## config.mk

```make
export PLATFORM = sky130hd
export DESIGN_NAME = ram_row_select
export DESIGN_NICKNAME = d
export VERILOG_FILES = /design/src/rtl/ram_pkg.sv /design/src/rtl/onehot_dec.sv /design/src/rtl/ram_row_select.sv
export SDC_FILE = /design/constraint.sdc
export NUM_CORES = 1
export LEC_CHECK = 0
export BUFFER_PORTS_ARGS = -buffer_cell sky130_fd_sc_hd__buf_2
export CORE_ASPECT_RATIO = 0.75
export CORE_MARGIN = 4
export CORE_UTILIZATION = 35
export CTS_CLUSTER_DIAMETER = 80
export DETAILED_ROUTE_END_ITERATION = 10
export GPL_TIMING_DRIVEN = 0
export PLACE_DENSITY = 0.64
export SYNTH_ARGS = -nofsm -noshare
export SYNTH_HDL_FRONTEND = slang
export SYNTH_SLANG_ARGS = --single-unit
```

## constraint.sdc

```tcl
create_clock -name clk -period 1.95 [get_ports clk]
set_input_delay 0.4875 -clock clk [delete_from_list [all_inputs] [get_ports clk]]
set_output_delay 0.4875 -clock clk [all_outputs]
set_load 0.01 [all_outputs]
```

## src/rtl/ram_pkg.sv

```systemverilog
// rtl/ram_pkg.sv - shared FSM state type and default geometry for the row selector
package ram_pkg;

   typedef enum logic [1:0] {
      IDLE   = 2'd0,
      SINGLE = 2'd1,
      SCAN   = 2'd2,
      DONE   = 2'd3
   } state_t;

   localparam int DEF_AW   = 3;
   localparam int DEF_HOLD = 1;

endpackage

```

## src/rtl/onehot_dec.sv

```systemverilog
// rtl/onehot_dec.sv - maps a row address to its physical row and decodes it one-hot
module onehot_dec #(
   parameter int AW      = 3,
   parameter int BIT_REV = 1
) (
   input  logic [AW-1:0]     index,
   output logic [2**AW-1:0]  onehot
);

   logic [AW-1:0] row;

   // Legacy arrays wire addr[0] to the decoder MSB, so the index is bit-reversed.
   always_comb begin
      row = index;
      if (BIT_REV != 0) begin
         for (int i = 0; i < AW; i++) begin
            row[i] = index[AW-1-i];
         end
      end
      onehot      = '0;
      onehot[row] = 1'b1;
   end

endmodule

```

## src/rtl/ram_row_select.sv

```systemverilog
// rtl/ram_row_select.sv - single-row and full-array scan row select with per-row hold
module ram_row_select
   import ram_pkg::*;
#(
   parameter int AW      = DEF_AW,
   parameter int HOLD    = DEF_HOLD,
   parameter int BIT_REV = 1
) (
   input  logic              clk,
   input  logic              rst,
   input  logic              req,
   input  logic [AW-1:0]     addr,
   output logic              ready,
   input  logic              scan_start,
   output logic [2**AW-1:0]  sel,
   output logic              sel_valid,
   output logic              scan_busy,
   output logic              scan_done,
   output logic [AW-1:0]     cur_addr
);

   localparam int              RW     = 2**AW;
   localparam int              HW     = $clog2(HOLD + 1);
   localparam logic [HW-1:0]   HOLD_V = HW'(HOLD);
   localparam logic [AW-1:0]   LAST   = {AW{1'b1}};

   state_t          state;
   logic [HW-1:0]   hold_cnt;
   logic            hold_end;
   logic [AW-1:0]   next_idx;
   logic [RW-1:0]   next_sel;

   assign ready    = (state == IDLE) && !scan_start;
   assign hold_end = (hold_cnt == HOLD_V);

   // Address that will be current after this edge; decoded ahead so sel is a flop.
   always_comb begin
      next_idx = cur_addr;
      if (state == IDLE) begin
         next_idx = scan_start ? '0 : addr;
      end else if (state == SCAN && hold_end) begin
         next_idx = cur_addr + AW'(1);
      end
   end

   onehot_dec #(
      .AW      (AW),
      .BIT_REV (BIT_REV)
   ) u_dec (
      .index  (next_idx),
      .onehot (next_sel)
   );

   always_ff @(posedge clk or posedge rst) begin
      if (rst) begin
         state     <= IDLE;
         sel       <= '0;
         sel_valid <= 1'b0;
         scan_busy <= 1'b0;
         scan_done <= 1'b0;
         cur_addr  <= '0;
         hold_cnt  <= '0;
      end else begin
         case (state)
            IDLE: begin
               if (scan_start || req) begin
                  state     <= scan_start ? SCAN : SINGLE;
                  scan_busy <= scan_start;
                  cur_addr  <= next_idx;
                  sel       <= next_sel;
                  sel_valid <= 1'b1;
                  hold_cnt  <= HW'(1);
               end
            end
            SINGLE: begin
               if (hold_end) begin
                  state     <= IDLE;
                  sel       <= '0;
                  sel_valid <= 1'b0;
                  hold_cnt  <= '0;
               end else begin
                  hold_cnt <= hold_cnt + HW'(1);
               end
            end
            SCAN: begin
               if (!hold_end) begin
                  hold_cnt <= hold_cnt + HW'(1);
               end else if (cur_addr == LAST) begin
                  // Last row finished: no wrap, single DONE cycle follows.
                  state     <= DONE;
                  sel       <= '0;
                  sel_valid <= 1'b0;
                  scan_busy <= 1'b0;
                  scan_done <= 1'b1;
                  hold_cnt  <= '0;
               end else begin
                  cur_addr <= next_idx;
                  sel      <= next_sel;
                  hold_cnt <= HW'(1);
               end
            end
            DONE: begin
               scan_done <= 1'b0;
               state     <= IDLE;
            end
            default: state <= IDLE;
         endcase
      end
   end

endmodule
```

==> flow_summary.json <==
{
  "status": "finished, final reports clean",
  "maxSlewViolCount": 0,
  "grt_pass1_vias": 705,
  "portBuffers": 21,
  "root_buffer": "clkbuf_8",
  "ys.flop_type": "dfrtp_1",
  "ys_ff_latch": 17,
  "cpPeakStageDelay_ns": 0.36,
  "final_nets": 133,
  "finalHoldViolCount": 0,
  "cp-start-kind": "flop",
  "diodes": 0,
  "finalWirelength_mm": 1.91,
  "cp-end-kind": "flop",
  "critPathKind": "flop to flop",
  "drive_gt1_share_pct": 44.5,
  "placed_cells": 144,
  "place_congestion": 0.742,
  "min_path_type": "input port to asynchronous set/reset pin",
  "setup_viol": 0,
  "utilization_pct": 47.7,
  "power.density_nw_per_um2": 1750,
  "worst-path-max-fanout": 8,
  "cts_buffers": 3,
  "core_sq_um": 2620,
  "vdd_drop_max_v": 0.000536,
  "gr-usage-all-layers_pct": 12.3,
  "cts_hold_buf": 0,
  "period_share_pct": 97.3,
  "yosys_warnings": 0,
  "finalNonFillerCells": 155,
  "ant_nets": 0,
  "ys_seq_area_share_pct": 44.2,
  "clk_pin_slew_ns": 0.06,
  "grt_max_degree": 18,
  "area_delta_synth_final_pct": 29.9,
  "synth.distinct_cells": 29,
  "crit_chain": "inv_2 > ha_2 > buf_6 > and4b_2 > a221o_2 > and3b_2 > a32o_1",
  "wire_per_inst_um": 12.3,
  "overflow": 0,
  "async_flop_share_pct": 100,
  "period_needed_ns": 1.90,
  "p_sw_share_pct": 40.1,
  "clock_power_share_pct": 11.6,
  "rsz0062_at_grt": "yes",
  "die_x_um": 68.6,
  "power_switching_mw": 0.880,
  "combPwrFrac_pct": 61.4,
  "tritoncts": "yes",
  "cap_violations": 0,
  "fmax_mhz": 527,
  "cp.arrival_ns": 2.03,
  "hpwl_mm": 1.51,
  "clockBufferDepth": 2,
  "ff_latch_area_sq_um": 425,
  "first_pass_iters": 4,
  "insertion_delay_ns": 0.25,
  "slowest_stage": "dfrtp_1",
  "avgSynthCellArea_sq_um": 11.1,
  "antenna_found_initial": 0,
  "design.die.area_sq_um": 3660,
  "num_rows": 16,
  "start_util_pct": 36.7,
  "layout_common_cells": "21 x buf_2, 17 x dfrtp_1, 8 x a32o_1, 8 x buf_4, 7 x nand2_1",
  "multi_input_area_sq_um": 528,
  "fillers": 244,
  "initialDrtViolationCount": 7,
  "syn_nets": 100,
  "internal_power_mw": 1.31,
  "drcViolationCount": 0,
  "final_common_cell": "buf_2",
  "cts_htree_levels": 1,
  "grt_pass1_wl_mm": 3.30,
  "synthCells": 87,
  "num_vias": 757,
  "slew_headroom_pct": 58.2,
  "power_frac_seq_pct": 27.0,
  "die_h_um": 53.4,
  "netlist_area_sq_um": 963,
  "p_leak_nw": 0.623,
  "synth-edff-count": 0,
  "crit_required_ns": 2.08,
  "clock-sinks": 17,
  "num_io_pins": 22,
  "worstMarginPinSlew_ns": 0.626,
  "viasPerCell": 4.88,
  "skew_ns": 0.00231
}
[metrics by stage]
stage	setup WS (ns)	cell area [sq um]	setup TNS (ns)	power (mW)	hold WS, ns
6_report	0.0526	1250	0	2.19	0.308
5_1_grt	-0.0168	1250	-0.0386	2.40	0.371
4_1_cts	0.0272	1200	0	2.11	0.336
2_1_floorplan	0.0685	963	0	1.46	0.414
3_5_place_dp	-0.0828	1110	-0.695	1.77	0.475
3_3_place_gp	-0.0658	1110	-0.329	1.74	0.470
[worst paths after layout]
kind                                from         to  slack, ns  cells after the start
worst max-delay path            state[0]     sel[6]       0.05                      7
worst min-delay path                 rst     sel[2]       0.31                      2
worst max register to register  state[0]     sel[6]       0.05                      7
worst min register to register    sel[7]     sel[7]       0.48                      1
max in group asynchronous            rst  scan_busy       1.24                      2
min in group clk                  sel[7]     sel[7]       0.48                      1
[logic make-up after synthesis]
kind of cell | count (synthesis) | share of synthesized area (%)
buf+inv | 8 | 4.67
simple gates | 28 | 18.2
xor+xnor | 1 | 0.909
flops | 17 | 44.2
mux | 5 | 5.58
compound gates | 22 | 18.7
fa+ha+maj | 6 | 7.79
[worst max-delay path, delay by kind of cell (launching register included)]
family | cells | cell delay [ns]
buffers and inverters | 2 | 0.20
DFF | 1 | 0.36
AOI/OAI and AO/OA | 2 | 0.57
and+or+nand+nor | 2 | 0.48
adders and majority gates | 1 | 0.18
[cell usage after synthesis, types with 2 or more instances]
cell type / number / share of area (%)
nor2b_1: 2 / 1.3
inv_1: 5 / 1.9
o21ai_0: 5 / 2.6
nand2_1: 8 / 3.1
dfrtp_1: 17 / 44
ha_1: 6 / 7.8
mux2i_1: 2 / 2.1
o21a_1: 2 / 1.6
buf_4: 2 / 1.6
mux2_2: 3 / 3.5
or2b_1: 2 / 1.6
a32o_1: 8 / 8.3
nor2_1: 5 / 1.9
a21oi_1: 3 / 1.6
nor3b_1: 3 / 2.3
[repair_timing]
item                                   in CTS  in global routing
setup buffers                               4                  4
endpoints found under the hold margin       0                  0
setup endpoints to repair                  11                  9
pin swaps                                   2                  6
gates resized for setup                     8                  6
[flip-flops by register name (all words and copies together) (netlist names)]
signal / cells
scan_busy: 1
sel_valid: 1
sel: 8
state: 2
cur_addr: 3
scan_done: 1
hold_cnt: 1
[per-layer routing]
| metal | track usage (%) | wire (um) | vias up |
|---|---|---|---|
| li1 | - | - | 381 |
| met1 | 16.3 | 879 | 360 |
| met2 | 19.2 | 933 | 14 |
| met3 | 3.18 | 73 | 2 |
| met4 | 3.96 | 25 | 0 |
| met5 | 0 | 0 | - |
[power by group through the flow]
stage | combinational, mW | clock (mW) | sequential (mW)
2_1_floorplan | 0.827 | 0 | 0.633
3_3_place_gp | 1.14 | 0 | 0.594
3_5_place_dp | 1.17 | 0 | 0.602
4_1_cts | 1.25 | 0.266 | 0.592
5_1_grt | 1.51 | 0.278 | 0.614
6_report | 1.35 | 0.254 | 0.593
[area by class of cell]
class                           count  share of cell area (%)
Tap cell                           36                    3.60
Inverter                            5                    1.50
Multi-Input combinational cell     62                    42.2
Sequential cell                    17                    34.0
Clock inverter                      1                   0.400
Timing Repair Buffer               29                    13.2
Buffer                              2                    1.80
Clock buffer                        3                    3.30
Note: power is estimated with default switching activity, not from simulation.
